**src/rtl/uart_fifo.sv**
```systemverilog
// uart_fifo: WISHBONE-slave UART with TX/RX FIFOs, programmable divisor, sticky line errors
// and a maskable level interrupt. Define UART_PARITY_EN to build in the parity bit and LCR.
module uart_fifo #(
  parameter int unsigned DATA_BITS = 8,
  parameter int unsigned FIFO_AW   = 2,
  parameter logic [15:0] DIV_RESET = 16'd2604
) (
  input  logic        CLK_I,
  input  logic        RST_I,
  input  logic [4:2]  ADD_I,
  input  logic [31:0] DAT_I,
  output logic [31:0] DAT_O,
  input  logic        STB_I,
  input  logic        WE_I,
  output logic        ACK_O,
  input  logic        RxD,
  output logic        TxD,
  output logic        IRQ_O
);

  localparam int unsigned Depth   = 1 << FIFO_AW;
  localparam int unsigned BitCntW = 3;
  localparam logic [BitCntW-1:0] LastBit = BitCntW'(DATA_BITS - 1);

  typedef enum logic [2:0] {
    StIdle,
    StStart,
    StData,
`ifdef UART_PARITY_EN
    StParity,
`endif
    StStop
  } state_e;

  // Bus decode
  logic wr, rd, lsr_rd;
  assign wr     = STB_I & WE_I;
  assign rd     = STB_I & ~WE_I;
  assign lsr_rd = rd && (ADD_I == 3'd2);
  assign ACK_O  = STB_I;

  logic unused_dat_hi;
  assign unused_dat_hi = ^DAT_I[31:16];

  // Control registers and sticky flags
  logic [2:0]  ier_q;
  logic [15:0] div_q;
  logic        oe_q, fe_q, pe_q;
  logic        oe_set, fe_set, pe_set;
  logic [15:0] div_eff, div_half;

  assign div_eff  = (div_q < 16'd4) ? 16'd4 : div_q;
  assign div_half = div_eff >> 1;

`ifdef UART_PARITY_EN
  logic [1:0] lcr_q;
  logic       par_en, par_odd;
  assign par_en  = (lcr_q == 2'b01) || (lcr_q == 2'b10);
  assign par_odd = (lcr_q == 2'b10);
`endif

  always_ff @(posedge CLK_I or posedge RST_I) begin
    if (RST_I) begin
      ier_q <= '0;
      div_q <= DIV_RESET;
      oe_q  <= 1'b0;
      fe_q  <= 1'b0;
      pe_q  <= 1'b0;
`ifdef UART_PARITY_EN
      lcr_q <= '0;
`endif
    end else begin
      if (wr && ADD_I == 3'd1) ier_q <= DAT_I[2:0];
      if (wr && ADD_I == 3'd4) div_q <= DAT_I[15:0];
`ifdef UART_PARITY_EN
      if (wr && ADD_I == 3'd3) lcr_q <= DAT_I[1:0];
`endif
      // A new error in the same cycle as an LSR read survives the clear
      oe_q <= (oe_q & ~lsr_rd) | oe_set;
      fe_q <= (fe_q & ~lsr_rd) | fe_set;
      pe_q <= (pe_q & ~lsr_rd) | pe_set;
    end
  end

  // TX FIFO
  logic [DATA_BITS-1:0] tx_mem_q [Depth];
  logic [FIFO_AW:0]     tx_wptr_q, tx_rptr_q;
  logic                 tx_empty, tx_full, tx_push, tx_pop;
  logic [DATA_BITS-1:0] tx_head;
  state_e               tx_state_q;

  assign tx_empty = (tx_wptr_q == tx_rptr_q);
  assign tx_full  = (tx_wptr_q[FIFO_AW] != tx_rptr_q[FIFO_AW]) &&
                    (tx_wptr_q[FIFO_AW-1:0] == tx_rptr_q[FIFO_AW-1:0]);
  assign tx_push  = wr && (ADD_I == 3'd0) && !tx_full;
  assign tx_pop   = (tx_state_q == StIdle) && !tx_empty;
  assign tx_head  = tx_mem_q[tx_rptr_q[FIFO_AW-1:0]];

  always_ff @(posedge CLK_I) begin
    if (tx_push) tx_mem_q[tx_wptr_q[FIFO_AW-1:0]] <= DAT_I[DATA_BITS-1:0];
  end

  always_ff @(posedge CLK_I or posedge RST_I) begin
    if (RST_I) begin
      tx_wptr_q <= '0;
      tx_rptr_q <= '0;
    end else begin
      if (tx_push) tx_wptr_q <= tx_wptr_q + 1'b1;
      if (tx_pop)  tx_rptr_q <= tx_rptr_q + 1'b1;
    end
  end

  // TX shifter
  logic [15:0]          tx_cnt_q;
  logic [BitCntW-1:0]   tx_bit_q;
  logic [DATA_BITS-1:0] tx_shift_q;
  logic                 txd_q;
`ifdef UART_PARITY_EN
  logic                 tx_par_q;
`endif

  always_ff @(posedge CLK_I or posedge RST_I) begin
    if (RST_I) begin
      tx_state_q <= StIdle;
      tx_cnt_q   <= '0;
      tx_bit_q   <= '0;
      tx_shift_q <= '0;
      txd_q      <= 1'b1;
`ifdef UART_PARITY_EN
      tx_par_q   <= 1'b0;
`endif
    end else begin
      case (tx_state_q)
        StIdle: begin
          txd_q <= 1'b1;
          if (tx_pop) begin
            tx_shift_q <= tx_head;
`ifdef UART_PARITY_EN
            tx_par_q   <= (^tx_head) ^ par_odd;
`endif
            tx_cnt_q   <= div_eff - 16'd1;
            txd_q      <= 1'b0;
            tx_state_q <= StStart;
          end
        end
        StStart: begin
          if (tx_cnt_q != 16'd0) begin
            tx_cnt_q <= tx_cnt_q - 16'd1;
          end else begin
            tx_cnt_q   <= div_eff - 16'd1;
            txd_q      <= tx_shift_q[0];
            tx_shift_q <= tx_shift_q >> 1;
            tx_bit_q   <= '0;
            tx_state_q <= StData;
          end
        end
        StData: begin
          if (tx_cnt_q != 16'd0) begin
            tx_cnt_q <= tx_cnt_q - 16'd1;
          end else begin
            tx_cnt_q <= div_eff - 16'd1;
            if (tx_bit_q == LastBit) begin
`ifdef UART_PARITY_EN
              if (par_en) begin
                txd_q      <= tx_par_q;
                tx_state_q <= StParity;
              end else begin
                txd_q      <= 1'b1;
                tx_state_q <= StStop;
              end
`else
              txd_q      <= 1'b1;
              tx_state_q <= StStop;
`endif
            end else begin
              txd_q      <= tx_shift_q[0];
              tx_shift_q <= tx_shift_q >> 1;
              tx_bit_q   <= tx_bit_q + 1'b1;
            end
          end
        end
`ifdef UART_PARITY_EN
        StParity: begin
          if (tx_cnt_q != 16'd0) begin
            tx_cnt_q <= tx_cnt_q - 16'd1;
          end else begin
            tx_cnt_q   <= div_eff - 16'd1;
            txd_q      <= 1'b1;
            tx_state_q <= StStop;
          end
        end
`endif
        StStop: begin
          if (tx_cnt_q != 16'd0) tx_cnt_q <= tx_cnt_q - 16'd1;
          else                   tx_state_q <= StIdle;
        end
        default: tx_state_q <= StIdle;
      endcase
    end
  end

  assign TxD = txd_q;

  // RX synchroniser; rxs_prev_q is for start-edge detection
  logic rx_s1_q, rx_s2_q, rxs_prev_q, rxs;
  assign rxs = rx_s2_q;

  always_ff @(posedge CLK_I or posedge RST_I) begin
    if (RST_I) begin
      rx_s1_q    <= 1'b1;
      rx_s2_q    <= 1'b1;
      rxs_prev_q <= 1'b1;
    end else begin
      rx_s1_q    <= RxD;
      rx_s2_q    <= rx_s1_q;
      rxs_prev_q <= rx_s2_q;
    end
  end

  // RX FIFO
  logic [DATA_BITS-1:0] rx_mem_q [Depth];
  logic [FIFO_AW:0]     rx_wptr_q, rx_rptr_q;
  logic                 rx_empty, rx_full, rx_push, rx_pop;
  logic [DATA_BITS-1:0] rx_shift_q;

  assign rx_empty = (rx_wptr_q == rx_rptr_q);
  assign rx_full  = (rx_wptr_q[FIFO_AW] != rx_rptr_q[FIFO_AW]) &&
                    (rx_wptr_q[FIFO_AW-1:0] == rx_rptr_q[FIFO_AW-1:0]);
  assign rx_pop   = rd && (ADD_I == 3'd0) && !rx_empty;

  always_ff @(posedge CLK_I) begin
    if (rx_push) rx_mem_q[rx_wptr_q[FIFO_AW-1:0]] <= rx_shift_q;
  end

  always_ff @(posedge CLK_I or posedge RST_I) begin
    if (RST_I) begin
      rx_wptr_q <= '0;
      rx_rptr_q <= '0;
    end else begin
      if (rx_push) rx_wptr_q <= rx_wptr_q + 1'b1;
      if (rx_pop)  rx_rptr_q <= rx_rptr_q + 1'b1;
    end
  end

  // RX deserialiser
  state_e             rx_state_q;
  logic [15:0]        rx_cnt_q;
  logic [BitCntW-1:0] rx_bit_q;
  logic               rx_fire, rx_good, par_bad;
`ifdef UART_PARITY_EN
  logic               rx_par_q;
  assign par_bad = par_en && (rx_par_q != ((^rx_shift_q) ^ par_odd));
`else
  assign par_bad = 1'b0;
`endif

  // The stop-bit sample decides the fate of the whole character
  assign rx_fire = (rx_state_q == StStop) && (rx_cnt_q == 16'd0);
  assign rx_good = rx_fire && rxs && !par_bad;
  assign fe_set  = rx_fire && !rxs;
  assign pe_set  = rx_fire && rxs && par_bad;
  assign oe_set  = rx_good && rx_full;
  assign rx_push = rx_good && !rx_full;

  always_ff @(posedge CLK_I or posedge RST_I) begin
    if (RST_I) begin
      rx_state_q <= StIdle;
      rx_cnt_q   <= '0;
      rx_bit_q   <= '0;
      rx_shift_q <= '0;
`ifdef UART_PARITY_EN
      rx_par_q   <= 1'b0;
`endif
    end else begin
      case (rx_state_q)
        StIdle: begin
          if (rxs_prev_q && !rxs) begin
            rx_cnt_q   <= div_half - 16'd1;
            rx_state_q <= StStart;
          end
        end
        StStart: begin
          if (rx_cnt_q != 16'd0) begin
            rx_cnt_q <= rx_cnt_q - 16'd1;
          end else if (rxs) begin
            rx_state_q <= StIdle;
          end else begin
            rx_cnt_q   <= div_eff - 16'd1;
            rx_bit_q   <= '0;
            rx_state_q <= StData;
          end
        end
        StData: begin
          if (rx_cnt_q != 16'd0) begin
            rx_cnt_q <= rx_cnt_q - 16'd1;
          end else begin
            rx_cnt_q   <= div_eff - 16'd1;
            rx_shift_q <= {rxs, rx_shift_q[DATA_BITS-1:1]};
            rx_bit_q   <= rx_bit_q + 1'b1;
            if (rx_bit_q == LastBit) begin
`ifdef UART_PARITY_EN
              rx_state_q <= par_en ? StParity : StStop;
`else
              rx_state_q <= StStop;
`endif
            end
          end
        end
`ifdef UART_PARITY_EN
        StParity: begin
          if (rx_cnt_q != 16'd0) begin
            rx_cnt_q <= rx_cnt_q - 16'd1;
          end else begin
            rx_cnt_q   <= div_eff - 16'd1;
            rx_par_q   <= rxs;
            rx_state_q <= StStop;
          end
        end
`endif
        StStop: begin
          if (rx_cnt_q != 16'd0) rx_cnt_q <= rx_cnt_q - 16'd1;
          else                   rx_state_q <= StIdle;
        end
        default: rx_state_q <= StIdle;
      endcase
    end
  end

  // Status, read mux and interrupt
  logic       tx_idle;
  logic [6:0] lsr;
  assign tx_idle = tx_empty && (tx_state_q == StIdle);
  assign lsr     = {tx_empty, tx_idle, tx_full, pe_q, fe_q, oe_q, !rx_empty};

  always_comb begin
    DAT_O = '0;
    case (ADD_I)
      3'd0: if (!rx_empty) DAT_O[DATA_BITS-1:0] = rx_mem_q[rx_rptr_q[FIFO_AW-1:0]];
      3'd1: DAT_O[2:0] = ier_q;
      3'd2: DAT_O[6:0] = lsr;
`ifdef UART_PARITY_EN
      3'd3: DAT_O[1:0] = lcr_q;
`endif
      3'd4: DAT_O[15:0] = div_q;
      default: DAT_O = '0;
    endcase
  end

  assign IRQ_O = (ier_q[0] & !rx_empty) | (ier_q[1] & tx_empty) |
                 (ier_q[2] & (oe_q | fe_q | pe_q));

endmodule

```
**config.mk**
```make
export PLATFORM = sky130hd
export DESIGN_NAME = uart_fifo
export DESIGN_NICKNAME = d
export VERILOG_FILES = /design/src/rtl/uart_fifo.sv
export SDC_FILE = /design/constraint.sdc
export NUM_CORES = 1
export LEC_CHECK = 0
export BUFFER_PORTS_ARGS = -buffer_cell sky130_fd_sc_hd__buf_2
export CAP_MARGIN = 20
export CELL_PAD_IN_SITES_DETAIL_PLACEMENT = 2
export CELL_PAD_IN_SITES_GLOBAL_PLACEMENT = 2
export CORE_ASPECT_RATIO = 0.6
export CORE_MARGIN = 3
export CORE_UTILIZATION = 37
export DETAILED_ROUTE_END_ITERATION = 12
export PLACE_DENSITY = 0.81
export REMOVE_ABC_BUFFERS = 1
export SETUP_SLACK_MARGIN = 0.3
export SLEW_MARGIN = 5
export SYNTH_ARGS = -nofsm -noshare
export SYNTH_HDL_FRONTEND = slang
export SYNTH_SLANG_ARGS = --single-unit
```
**constraint.sdc**
```tcl
create_clock -name CLK_I -period 2.9 [get_ports CLK_I]
set_input_delay 0.145 -clock CLK_I [delete_from_list [all_inputs] [get_ports CLK_I]]
set_output_delay 0.145 -clock CLK_I [all_outputs]
set_load 0.01 [all_outputs]
```
After elaboration in Yosys (flattened, before gate mapping)
Memories as Yosys holds them, arrays and structs flattened.
Index checks and enable logic that the tools add are counted.
{"block": "classes", "n_addsub": 10, "order_cmp": 1, "eq_ne": 32, "n_mux": 50, "n_bitwise": 17, "n_reduce_logical": 43}
{"op": "$mux 16", "count": 9}
{"op": "$pmux 16 s4", "count": 1}
{"op": "$mux 8", "count": 6}
{"op": "$pmux 16 s3", "count": 1}
{"op": "$sub 16x1->16 const B", "count": 3}
{"op": "$mux 3", "count": 15}
{"op": "$pmux 3 s4", "count": 3}
{"op": "$reduce_bool 16->1", "count": 2}
{"op": "$ne 2x2->1 const B", "count": 13}
{"op": "$pmux 8 s3", "count": 1}
{"op": "$add 3x1->3 const B", "count": 6}
{"op": "$logic_and 1x1->1", "count": 17}
{"op": "$logic_not 16->1", "count": 1}
{"op": "$lt 16x3->1 const B", "count": 1}
{"op": "$sub 15x1->16 const B", "count": 1}
{"op": "$eq 3x2->1 const B", "count": 5}
{"op": "$reduce_and 5->1", "count": 3}
{"op": "$pmux 3 s2", "count": 2}
{"op": "$pmux 4 s3", "count": 1}
{"op": "$reduce_and 4->1", "count": 3}
{"op": "$eq 3x1->1 const B", "count": 3}
{"op": "$eq 3x3->1 const B", "count": 3}
{"op": "$logic_not 3->1", "count": 3}
{"op": "$and 1x1->1", "count": 8}
{"op": "other kinds (18)", "count": 42}
{"block": "totals", "regBits": 98, "ram_bits": 64, "in_bits": 40, "wordCells": 176, "n_memories": 2}
{"name": "rx_mem_q", "words": 4, "width": 8, "rd": 1, "rd_ports_with_merged_regs": 0, "wr": 1, "line": "221", "rtl": "logic [DATA_BITS-1:0] rx_mem_q [Depth];"}
{"name": "tx_mem_q", "words": 4, "width": 8, "rd": 1, "rd_ports_with_merged_regs": 0, "wr": 1, "line": "86", "rtl": "logic [DATA_BITS-1:0] tx_mem_q [Depth];"}

Logic depth before layout (Yosys ltp)
Gate-level depths: netlist (run 1).
{"block": "depth", "ltp_word": 6, "mapped_depth": 11, "ltp_nobuf": 10}

Worst setup path after synthesis (run 1)
Ideal clock, no wire load.
{"block": "synth_timing", "kind": "flip-flop to flip-flop", "start": "reg div_q[7]", "end": "reg rx_cnt_q[14]", "setup_time_ns": 0.096, "arrival_time_ns": 2.838, "t_required_ns": 2.804, "setup_slack_ns": -0.033, "stages_incl_launch_ff": 12, "cell_sequence": "dfrtp_1 buf_2 nor4_4 nand4_1 nand2_1 ha_1 or4b_4 nor3_2 nand3_1 xor2_1 o221a_2 a311oi_2"}
{"block": "synth_via", "elab_chain_len": 6, "elab_cells_between_ends": 9, "cone_classes": "add/sub: 2; order compare: 1; mux: 6"}
{"item": "from (decl)", "line": "47", "rtl": "logic [15:0] div_q;"}
{"item": "from (signal assigned)", "line": "74", "rtl": "if (wr && ADD_I == 3'd4) div_q <= DAT_I[15:0];"}
{"item": "$lt 16x3->1", "line": "52", "rtl": "assign div_eff = (div_q < 16'd4) ? 16'd4 : div_q;"}
{"item": "$mux 16 *", "line": "52"}
{"item": "$sub 16x1->16", "line": "288, 297"}
{"item": "$mux 16", "line": "285", "rtl": "end else if (rxs) begin"}
{"item": "$mux 16", "line": "283", "rtl": "if (rx_cnt_q != 16'd0) begin"}
{"item": "$pmux 16 s4 *", "line": "275", "rtl": "case (rx_state_q)"}
{"item": "to (signal assigned)", "line": "284", "rtl": "rx_cnt_q <= rx_cnt_q - 16'd1;"}
{"item": "to (signal assigned)", "line": "288", "rtl": "rx_cnt_q <= div_eff - 16'd1;"}
{"item": "to (signal assigned)", "line": "297", "rtl": "rx_cnt_q <= div_eff - 16'd1;"}
{"item": "to (decl)", "line": "247", "rtl": "logic [15:0] rx_cnt_q;"}
Every way passes the cells marked *; elsewhere a longest branch is shown, timed or not. The select of a mux whose other input is x is not followed.
A chain may end at the register's enable or synchronous reset.

Worst setup path in the final report (run 1)
{"block": "layout_timing", "start": "reg div_q[13]", "end": "reg rx_cnt_q[15]"}
Same word-level chain as after synthesis.

==> results of run 1 <==
per-stage QoR:
stage	util, %	instances	instance area, µm²	TNS, ns
6_report	49.5	1272	11600	-2.45
5_1_grt	49.5	1272	11600	-3.62
4_1_cts	46.9	1244	11000	-0.102
3_5_place_dp	41.8	1174	9770	-3.89
3_3_place_gp	41.8	1174	9770	-0.0470
2_1_floorplan	-	753	8670	-0.0142
cell families (layout without fill, tap and decap cells):
group,after synthesis,in the layout,share of synthesized area [%]
simple gates,253,253,16.3
compound gates,161,161,12.1
flops,160,160,48.5
buf+inv,82,231,4.83
mux,66,66,10.3
xor+xnor,42,42,4.11
fa+ha+maj,28,28,3.92
other cells,1,16,0.0419
power breakdown:
part | switching [mW] | leakage [nW] | internal (mW)
Combinational | 3.65 | 2.68 | 2.44
Sequential | 0.631 | 1.79 | 2.82
Clock | 1.18 | 0.277 | 1.22
Total | 5.47 | 4.74 | 6.47
repair_timing:
action / in CTS / in global routing
buffers inserted: 23 / 28
endpoints found under the hold margin: 76 / 0
gates cloned: 0 / 0
gates resized for setup: 74 / 75
pin swaps: 27 / 29
setup endpoints to repair: 71 / 78
hold buffers: 15 / 0
layout make-up:
cell class | instances | area, µm²
Multi-Input combinational cell | 566 | 4820
Fill cell | 2309 | 11800
Timing Repair Buffer | 172 | 1350
Clock inverter | 14 | 146
Sequential cell | 160 | 4340
Tap cell | 315 | 394
Inverter | 27 | 104
Clock buffer | 18 | 429
final timing paths:
path | cells past startpoint | endpoint | slack (ns) | startpoint
max | 15 | rx_cnt_q[15] | -0.26 | div_q[13]
min | 2 | div_q[8] | 0.006 | DAT_I[8]
max reg2reg | 15 | rx_cnt_q[15] | -0.26 | div_q[13]
min reg2reg | 0 | rx_s2_q | 0.37 | rx_s1_q
max in group asynchronous | 4 | rx_s2_q | 1.76 | RST_I
min in group asynchronous | 3 | tx_cnt_q[15] | 0.32 | RST_I
state kept, by name, indices dropped and copies added, names as in the netlist, 2 cells and up:
| signal | cells |
|---|---|
| tx_cnt_q | 16 |
| rx_state_q | 2 |
| rx_shift_q | 8 |
| rx_cnt_q | 16 |
| rx_bit_q | 3 |
| tx_mem_q | 32 |
| div_q | 16 |
| tx_wptr_q | 3 |
| rx_rptr_q | 3 |
| ier_q | 3 |
| tx_shift_q | 8 |
| rx_mem_q | 32 |
| tx_bit_q | 3 |
| tx_rptr_q | 3 |
| rx_wptr_q | 3 |
| tx_state_q | 2 |
worst reg2reg max path: cells and delay by family (launching register included):
family / cells / cell delay, ns
AND/OR/NAND/NOR: 7 / 1.24
buffers and inverters: 5 / 0.81
flip-flops: 1 / 0.44
AO/OA/AOI/OAI: 2 / 0.39
adder cells (fa/ha/maj): 1 / 0.13
routing by layer:
metal	GRT usage (%)	vias up	part of all wire, %
met5	0	-	0.070
met4	13.7	4	4.5
met3	5.82	110	5.5
met2	48.4	296	49
met1	38.5	4061	40
li1	-	3193	-
layout by cell type, fill, tap and decap left out, types with 5 or more instances in the layout:
cell type      instances
a21oi_1               27
inv_6                  7
nor4_4                 5
conb_1                16
a22oi_1                6
xnor2_1               21
and2_1                18
buf_2                 41
dfstp_2                9
dfrtp_1               83
nand2_1               50
or3_1                  5
o21ai_0               39
inv_1                 26
nor2_1                48
buf_4                 90
edfxtp_1              64
nor4_2                 5
nor2b_1                5
nor3_2                 6
or4_1                  5
a21oi_2                6
mux2_2                45
nand2_4                7
nand3_1               12
mux4_2                16
xor2_1                10
o211ai_1               5
ha_1                  25
dlygate4sd3_1         15
xor2_2                 5
o21ai_1               13
nor3_1                22
nand4_1                5
nor4_1                 5
buf_6                 23
clkbuf_16             17
==> qor.txt, run 1 <==
yosys warns: 0
leakage power summed over all cells: 4.74 nW
#FFs+latches synth: 160
Final GP Congestion: 0.854
Most used DFF post-synth: dfrtp_1
die extent in y: 126 µm
Tmin final: 3.16 ns
clock transition time at the flip-flop clock pins of the worst setup and hold paths: 0.09 ns
hold violation count in the final report: 0
proportion of synthesized flip-flops having asynchronous set or reset: 60.0%
data arrival time of the critical path: 3.47 ns
number of distinct standard cells referenced by the synthesized netlist: 83
Max Slew Vio Count: 0
cell type with the highest aggregate area in the netlist: dfrtp_1
peak per-stage delay on the critical path: 0.44 ns
effective utilization at floorplan: 38.2%
final number of setup-violating endpoints: 21
core area: 23400 µm²
first-pass GRT wire length: 56.8 mm
worst relative slew slack: 44.2%
violated checks: setup timing
Worst Setup Start Kind: register
ratio of final minimum period to clock period: 109%
H-tree level count: 4
Inserted Clock Buffers: 17
CP Cell Sequence: nor4_4, nand4_1, buf_6, nand2_8, buf_4, ha_4, nor3b_4, buf_6, nand3b_4, buf_6, nor4_2, buf_4, nor3_1, a21oi_1, o21ai_1
power density normalized to cell area: 1030 nW/µm²
transition time at the pin with the least slew margin: 0.827 ns
number of instances in the synthesized netlist: 793
nets@finish: 1012
Sink Count: 160
full die area: 26100 µm²
final wirelength: 40.0 mm
Post-Synthesis Mean Instance Area: 11.3 µm²
number of routed nets with antenna violations: 0
clock tree from TritonCTS: done
total I/O pin count: 75
number of enable-type register cells in the synthesized netlist: 64
number of iterations in the first detailed-routing pass: 5
vias in the first global route: 8365
Remaining DRCs: 0
outcome: complete, but fails checks
number of buffers added on ports: 42
dominant delay contributor by cell family on the critical path: simple AND/OR/NAND/NOR gates
Tot GR Track Use: 29.7%
number of antenna violations at the first check in global routing: 1
most frequently used cell type in the post-synthesis netlist: dfrtp_1
per-cell routed wire length: 31.4 µm
share of the synthesized area in the top cell type: 24.3%
antenna diode count: 0
maximum buffer depth of the clock tree: 2
IR drop worst, VDD: 463 µV
Hold Slack: 0.00601 ns
Horiz. Die Dim: 207 µm
class of the worst hold path: in -> reg
most frequent cell on the critical path: buf_6
layout-stage area growth over the synthesis result: 29.5%
detailed placer's ending HPWL: 22.8 mm
number of buffers and inverters on the critical path: 5
sequential fraction of the synthesis area: 48.5%
Power, Total: 11.9 mW
maximum number of pins on one net before global-route repair: 55
leading cell types by total area after synthesis: dfrtp_1 24%, edfxtp_1 21%, mux2_2 5.7%
worst slack at placement: -0.318 ns
category of the critical setup timing path: reg -> reg
share of final-layout standard cells stronger than drive strength 1: 38.6%
total number of vias: 7664
initial drt markers: 692
RSZ-0062 raised after global routing: true
number of standard-cell rows in the floorplan: 43
most instantiated cells after synthesis: 87 x dfrtp_1, 64 x edfxtp_1, 61 x nand2_1
root buf cell: clkbuf_16
data required time at the worst endpoint: 3.21 ns
CP Max Fanout: 7
max-cap check violation count: 0
final clock skew: 0.0189 ns
clock latency on the worst-skew pair: 0.46 ns
Syn Std Cell Area: 8940 µm²
Critical Path Sink Type: register
highest clock rate: 316 MHz
leftover overflow at the end of global routing: 0
critical-path cell with the highest stage delay: dfrtp_2
worst-case setup margin in the final layout: -0.260 ns
via/cell ratio: 6.03
Note: power is estimated with default switching activity, not from simulation.
==> run 2, diff against run 1 <==
--- a/config.mk
+++ b/config.mk
@@ -5,15 +5,16 @@
 export SDC_FILE = /design/constraint.sdc
 export NUM_CORES = 1
 export LEC_CHECK = 0
+export ABC_AREA = 1
 export BUFFER_PORTS_ARGS = -buffer_cell sky130_fd_sc_hd__buf_2
 export CAP_MARGIN = 20
 export CELL_PAD_IN_SITES_DETAIL_PLACEMENT = 2
 export CELL_PAD_IN_SITES_GLOBAL_PLACEMENT = 2
 export CORE_ASPECT_RATIO = 0.6
 export CORE_MARGIN = 3
-export CORE_UTILIZATION = 37
+export CORE_UTILIZATION = 33
 export DETAILED_ROUTE_END_ITERATION = 12
-export PLACE_DENSITY = 0.81
+export PLACE_DENSITY = 0.8
 export REMOVE_ABC_BUFFERS = 1
 export SETUP_SLACK_MARGIN = 0.3
 export SLEW_MARGIN = 5
==> run 2 against run 1 <==
The run now ends clean. Hold slack improved by 0.027 ns. Via count increased by 2.7%. Final area decreased by 7.9%. Synthesized cell count increased by 35%. Wire length decreased by 19%. Clock power decreased by 5%. Critical path depth decreased by 1. Flip-flop and latch count unchanged. Sequential share of layout area increased by 3.2 points. Critical endpoint is now rx_cnt_q[12]. Highest routed layer is now met4.
==> qor.txt, run 2 <==
Tot GR Track Use: 22.9% (-6.9 points)
initial drt markers: 481 (-30%)
#FFs+latches synth: 160 (unchanged)
leakage power summed over all cells: 4.72 nW (-0.36%)
worst reg2reg path endpoint: rx_cnt_q[12]
dpl cells: 1471 (+25%)
number of cells traversed by the worst hold path: 3 (+1)
die extent in y: 134 µm (+5.8%)
data arrival time of the critical path: 2.88 ns (-0.59 ns)
most instantiated cells after synthesis: 222 x nand2_1, 149 x nor2_1, 115 x inv_1
per-cell routed wire length: 21.2 µm (-32%)
core area: 26600 µm² (+14%)
class of the worst hold path: in -> reg
clock transition time at the flip-flop clock pins of the worst setup and hold paths: 0.07 ns (-0.02 ns)
power density normalized to cell area: 768 nW/µm² (-25%)
IR drop worst, VDD: 361 µV (-22%)
Final GP Congestion: 0.895 (+4.8%)
end point of the worst hold path: div_q[10]
leading cell types by total area after synthesis: dfrtp_1 24%, edfxtp_1 21%, nand2_1 9.3%
Horiz. Die Dim: 219 µm (+5.9%)
worst relative slew slack: 56.8% (+13 points)
vias in the first global route: 8639 (+3.3%)
final wirelength: 32.6 mm (-19%)
full die area: 29300 µm² (+12%)
first-pass GRT wire length: 50.9 mm (-10%)
share of final-layout standard cells stronger than drive strength 1: 16.9% (-22 points)
main combinational cell family by area after synthesis: simple AND/OR/NAND/NOR gates
Syn Std Cell Area: 8970 µm² (+0.34%)
number of distinct standard cells referenced by the synthesized netlist: 53 (-36%)
xor and xnor area share after synthesis: 3.89% (-0.22 points)
multiplexer share of the synthesized area: 0.879% (-9.4 points)
clock latency on the worst-skew pair: 0.46 ns (about the same)
effective utilization at floorplan: 33.7% (-4.5 points)
Tmin final: 2.51 ns (-0.651 ns)
length in cells of the worst reg-to-reg path: 14 (-1)
worst slack at placement: 0.0889 ns (+0.407 ns)
final non-filler cell total: 1534 (+21%)
Inserted Clock Buffers: 17 (unchanged)
yosys warns: 0 (unchanged)
nets@finish: 1229 (+21%)
share of the synthesized area in the top cell type: 24.3% (-0.081 points)
sequential fraction of the synthesis area: 48.3% (-0.16 points)
outcome: completed
category of the critical setup timing path: reg -> reg
maximum buffer depth of the clock tree: 2 (unchanged)
startpoint of the tightest hold check path: DAT_I[10]
Max Slew Vio Count: 0 (unchanged)
number of buffers added on ports: 42 (unchanged)
count of fill cells added during filler insertion: 2977 (+29%)
total number of vias: 7872 (+2.7%)
final number of setup-violating endpoints: 0 (-100%)
hold violation count in the final report: 0 (unchanged)
core utilization of the finished layout: 40.1% (-9.4 points)
transition time at the pin with the least slew margin: 0.647 ns (-0.180 ns)
proportion of synthesized flip-flops having asynchronous set or reset: 60.0% (unchanged)
highest-count cells in the layout ignoring fill and taps: 217 x nand2_1, 138 x nor2_1, 111 x inv_1, 88 x o21ai_0, 83 x dfrtp_1
Remaining DRCs: 0 (unchanged)
maximum number of pins on one net before global-route repair: 38 (-31%)
ratio of final minimum period to clock period: 86.5% (-22 points)
via/cell ratio: 5.13 (-15%)
Hold Slack: 0.0328 ns (+0.0268 ns)
H-tree level count: 4 (unchanged)
number of iterations in the first detailed-routing pass: 5 (unchanged)
Post-Synth Adder-Cell Area: 3.90% (-0.013 points)
final clock skew: 0.0119 ns (-0.00706 ns)
crit path from: div_q[4]
antenna diode count: 0 (unchanged)
Sink Count: 160 (unchanged)
Post-Synthesis Mean Instance Area: 8.39 µm² (-26%)
detailed placer's ending HPWL: 23.2 mm (+1.8%)
CP Max Fanout: 6 (-1)
number of routed nets with antenna violations: 0 (unchanged)
number of antenna violations at the first check in global routing: 0 (-1)
max-cap check violation count: 0 (unchanged)
number of standard-cell rows in the floorplan: 46 (+7.0%)
most frequently used cell type in the post-synthesis netlist: nand2_1
leftover overflow at the end of global routing: 0 (unchanged)
root buf cell: clkbuf_16
highest clock rate: 398 MHz (+26%)
Most used DFF post-synth: dfrtp_1
setup slack on the worst flop-to-flop path: 0.39 ns (+0.65 ns)
RSZ-0062 raised after global routing: false
Sequential Area: 4340 µm² (unchanged)
data required time at the worst endpoint: 3.27 ns (+0.06 ns)
area of combinational cells with multiple inputs: 4110 µm² (-15%)
simple logic cell fraction of the synthesized area: 22.9% (+6.6 points)
worst-case setup margin in the final layout: 0.390 ns (+0.651 ns)
total I/O pin count: 75 (unchanged)
clock tree from TritonCTS: done
Worst Setup Start Kind: register
compound-gate portion of the synthesized area: 12.0% (-0.040 points)
reg-to-reg critical path startpoint: div_q[4]
cell type with the highest aggregate area in the netlist: dfrtp_1
layout-stage area growth over the synthesis result: 18.9%
number of enable-type register cells in the synthesized netlist: 64 (unchanged)
total negative slack: 0 ns (+2.45 ns)
number of instances in the synthesized netlist: 1069 (+35%)
Critical Path Sink Type: register
most frequent standard cell in the layout excluding fill and tap cells: nand2_1
-- run 2: cell count changes after synthesis, moves of 21 or more --
cell     change
nand3_1     +39
nand2_1    +161
and2_1      -25
nor3_1      -21
nor2_1      +98
o21ai_0     +42
inv_1       +88
mux2_2      -38
-- run 2: worst max path at each step --
stage / endpoint / slack, ns / cells past startpoint
after global placement: tx_cnt_q[11] / 0.30 / 16
after detailed placement: rx_cnt_q[9] / 0.09 / 15
after floorplan: div_q[0] / 0.26 / 1
after CTS: rx_cnt_q[9] / 0.28 / 16
after global routing: rx_cnt_q[12] / 0.20 / 14
final: rx_cnt_q[12] / 0.39 / 14
-- run 2: cells by family (layout without fill, tap and decap cells) --
kind of cell | after synthesis | in the layout
and+or+nand+nor | 476 | 476
AOI/OAI and AO/OA | 193 | 193
buffers and inverters | 165 | 255
DFF | 160 | 160
xor gates and xnor gates | 39 | 39
adders and majority gates | 28 | 28
muxes | 7 | 7
other | 1 | 16
-- run 2: final cells by class --
type | count | area share [%]
flip-flops and latches | 160 | 40.7
multi-input cells | 759 | 38.5
repair buffers | 101 | 6.85
inverters | 122 | 4.35
well taps | 360 | 4.22
clock buffers | 17 | 3.99
clock inverters | 15 | 1.37
-- run 2: timing repair --
action	4_1_cts	5_1_grt
pin swaps	1	6
endpoints found under the setup margin	21	66
hold buffers	18	0
setup buffers	2	11
hold endpoints to repair	73	0
resized for setup	8	37
-- run 2: power breakdown --
group	switching (mW)	internal, mW	total (mW)
clock network	1.08	1.21	2.29
registers	0.383	2.65	3.03
logic	1.90	0.976	2.88
total	3.37	4.83	8.20
-- run 2: layer usage --
layer	global-route usage [%]	wire, µm	share of wire [%]
met5	0	0	0
met4	6.11	417	1.3
met3	3.90	1170	3.6
met2	36.0	14900	46
met1	32.7	16000	49
-- run 2: critical path: stages, from the launching register on --
cell and delay (ns):
dfrtp_2 0.46, nor2_4 0.16, nand2_1 0.14, nor2_2 0.18, nand2_4 0.11, nand2_4 0.13, ha_2 0.22, inv_1 0.12
nor2_4 0.18, nand2_1 0.11, nand2_1 0.14, nand3_1 0.15, nand2_1 0.10, nand2_1 0.05, a21boi_1 0.16
-- run 2: metrics by stage --
| stage | instance area, µm² | total power [mW] |
|---|---|---|
| after detailed placement | 9650 | 5.75 |
| after global placement | 9650 | 5.55 |
| after CTS | 10400 | 8.11 |
| after floorplan | 8770 | 4.69 |
| final | 10700 | 8.20 |
| after global routing | 10700 | 8.73 |
==> run 3, diff against run 2 <==
--- a/config.mk
+++ b/config.mk
@@ -12,9 +12,9 @@
 export CELL_PAD_IN_SITES_GLOBAL_PLACEMENT = 2
 export CORE_ASPECT_RATIO = 0.6
 export CORE_MARGIN = 3
-export CORE_UTILIZATION = 33
+export CORE_UTILIZATION = 40
 export DETAILED_ROUTE_END_ITERATION = 12
-export PLACE_DENSITY = 0.8
+export PLACE_DENSITY = 0.9
 export REMOVE_ABC_BUFFERS = 1
 export SETUP_SLACK_MARGIN = 0.3
 export SLEW_MARGIN = 5
==> constraint.sdc (replaced) <==
create_clock -name CLK_I -period 2.95 [get_ports CLK_I]
set_input_delay 0.1475 -clock CLK_I [delete_from_list [all_inputs] [get_ports CLK_I]]
set_output_delay 0.1475 -clock CLK_I [all_outputs]
set_load 0.01 [all_outputs]
==> run 3 against run 2 <==
Total power grew 7.6%. Flip-flop and latch count is the same. Wire length grew 42%. Die area shrank 17%. Global-route usage grew 11 points. Clock skew grew 0.0093 ns. Sequential share of layout area shrank 0.062 points. Clock power is essentially flat. Sequential power is essentially flat. First-iteration DRC count grew 95%. Critical path type unchanged.
==> qor.txt, run 3 (synthesized netlist as in run 2, its figures left out) <==
data required time at the worst endpoint: 3.31 ns (+0.04 ns)
core area: 21500 µm² (-19%)
final wirelength: 46.1 mm (+42%)
full die area: 24300 µm² (-17%)
highest-count cells in the layout ignoring fill and taps: 212 x nand2_1, 137 x nor2_1, 107 x inv_1, 89 x o21ai_0, 83 x dfrtp_1
initial drt markers: 940 (+95%)
vias in the first global route: 9516 (+10%)
peak per-stage delay on the critical path: 0.48 ns (+0.02 ns)
root buf cell: clkbuf_16
area of combinational cells with multiple inputs: 4180 µm² (+1.8%)
clock tree from TritonCTS: done
total number of vias: 9152 (+16%)
first-pass GRT wire length: 59.5 mm (+17%)
Worst Setup Start Kind: register
number of standard-cell rows in the floorplan: 41 (-11%)
total negative slack: 0 ns (unchanged)
Tmin final: 2.81 ns (+0.301 ns)
number of buffers and inverters on the critical path: 2 (+1)
number of antenna violations at the first check in global routing: 3 (+3)
cell area after placement: 9530 µm² (-1.3%)
Remaining DRCs: 0 (unchanged)
final non-filler cell total: 1462 (-4.7%)
data arrival time of the critical path: 3.17 ns (+0.29 ns)
H-tree level count: 4 (unchanged)
share of final-layout standard cells stronger than drive strength 1: 18.8% (+1.9 points)
die extent in y: 122 µm (-8.8%)
CP Cell Sequence: nor2_1, nand2_1, nor2_2, nand2_2, nand2_2, buf_4, ha_2, inv_2, nor2_4, nand2_1, nand2_1, nand3_1, nand2_1, nand2_1, a21boi_1
Final GP Congestion: 0.924 (+3.3%)
Power, Total: 8.82 mW (+7.6%)
worst relative slew slack: 39.7% (-17 points)
clock transition time at the flip-flop clock pins of the worst setup and hold paths: 0.07 ns (about the same)
number of iterations in the first detailed-routing pass: 5 (unchanged)
clock latency on the worst-skew pair: 0.47 ns (about the same)
most frequent standard cell in the layout excluding fill and tap cells: nand2_1
most frequent cell on the critical path: nand2_1
hold violation count in the final report: 0 (unchanged)
IR drop worst, VDD: 470 µV (+30%)
dominant delay contributor by cell family on the critical path: simple AND/OR/NAND/NOR gates
detailed placer's ending HPWL: 26.2 mm (+13%)
outcome: completed
RSZ-0062 raised after global routing: true
layout-stage area growth over the synthesis result: 19.1%
max-cap check violation count: 0 (unchanged)
number of routed nets with antenna violations: 0 (unchanged)
category of the critical setup timing path: reg -> reg
Horiz. Die Dim: 199 µm (-8.9%)
per-cell routed wire length: 31.6 µm (+49%)
nets@finish: 1237 (+0.65%)
effective utilization at floorplan: 41.7% (+8.0 points)
CP Max Fanout: 5 (-1)
transition time at the pin with the least slew margin: 0.903 ns (+0.257 ns)
via/cell ratio: 6.26 (+22%)
count of fill cells added during filler insertion: 2306 (-23%)
ratio of final minimum period to clock period: 95.3% (+8.7 points)
Sink Count: 160 (unchanged)
number of buffers added on ports: 42 (unchanged)
total I/O pin count: 75 (unchanged)
class of the worst hold path: in -> reg
Critical Path Sink Type: register
final clock skew: 0.0212 ns (+0.00933 ns)
maximum buffer depth of the clock tree: 2 (unchanged)
highest clock rate: 356 MHz (-11%)
leftover overflow at the end of global routing: 0 (unchanged)
power density normalized to cell area: 825 nW/µm² (+7.4%)
final number of setup-violating endpoints: 0 (unchanged)
post-route cell area: 10700 µm² (+0.15%)
critical-path cell with the highest stage delay: dfrtp_1
leakage power summed over all cells: 4.73 nW (+0.12%)
Tot GR Track Use: 33.5% (+11 points)
dpl cells: 1387 (-5.7%)
maximum number of pins on one net before global-route repair: 51 (+34%)
Sequential Area: 4340 µm² (unchanged)
Inserted Clock Buffers: 17 (unchanged)
Max Slew Vio Count: 0 (unchanged)
run 3: area by class of cell:
| class | count | area share, % |
|---|---|---|
| Antenna cell | 1 | 0.0234 |
| Clock buffer | 18 | 4.02 |
| Clock inverter | 14 | 1.29 |
| Inverter | 122 | 4.44 |
| Multi-Input combinational cell | 760 | 39.2 |
| Sequential cell | 160 | 40.6 |
| Tap cell | 279 | 3.27 |
| Timing Repair Buffer | 108 | 7.18 |
run 3: per-stage QoR:
step	util, %	hold slack [ns]	worst slack [ns]
after floorplan	-	0.152	0.312
after global placement	44.3	0.149	0.281
after detailed placement	44.3	0.160	0.161
after CTS	48.0	0.00901	0.296
after global routing	49.7	0.0155	0.0734
final	49.7	0.0144	0.140
run 3: worst paths after layout:
| path | from | to | slack, ns | depth (start not counted) |
|---|---|---|---|---|
| worst max-delay path | div_q[14] | rx_cnt_q[12] | 0.14 | 15 |
| worst min-delay path | DAT_I[2] | tx_mem_q[1][2] | 0.01 | 1 |
| worst max register to register | div_q[14] | rx_cnt_q[12] | 0.14 | 15 |
| worst min register to register | rx_s1_q | rx_s2_q | 0.36 | 0 |
| max in group asynchronous | RST_I | div_q[11] | 1.99 | 4 |
| min in group asynchronous | RST_I | rx_shift_q[6] | 0.22 | 3 |
run 3: report_power, final:
part / switching (mW) / total [mW] / internal [mW]
logic: 2.40 / 3.44 / 1.04
clock network: 1.07 / 2.31 / 1.24
registers: 0.460 / 3.06 / 2.60
run 3: layer usage:
metal	up-vias	global-route usage (%)	part of all wire [%]	wire length (µm)
li1	3701	-	-	-
met5	-	0	0.039	18
met2	586	56.3	48	22300
met1	4676	40.4	38	17400
met4	4	16.8	5.5	2520
met3	185	8.02	8.4	3870
run 3: worst register-to-register path, cell delays in order, from the launching register on:
cell      delay, ns
dfrtp_1        0.48
nor2_1         0.24
nand2_1        0.14
nor2_2         0.14
nand2_2        0.12
nand2_2        0.12
buf_4          0.17
ha_2           0.23
inv_2          0.08
nor2_4         0.18
nand2_1        0.12
nand2_1        0.15
nand3_1        0.11
nand2_1        0.11
nand2_1        0.08
a21boi_1       0.23
run 3: repair_timing:
item | in CTS | in global routing
hold buffers | 13 | 0
buffers inserted | 4 | 24
setup endpoints to repair | 31 | 71
gates resized for setup | 13 | 47
gates cloned | 0 | 1
pin swaps | 2 | 7
endpoints found under the hold margin | 55 | 0
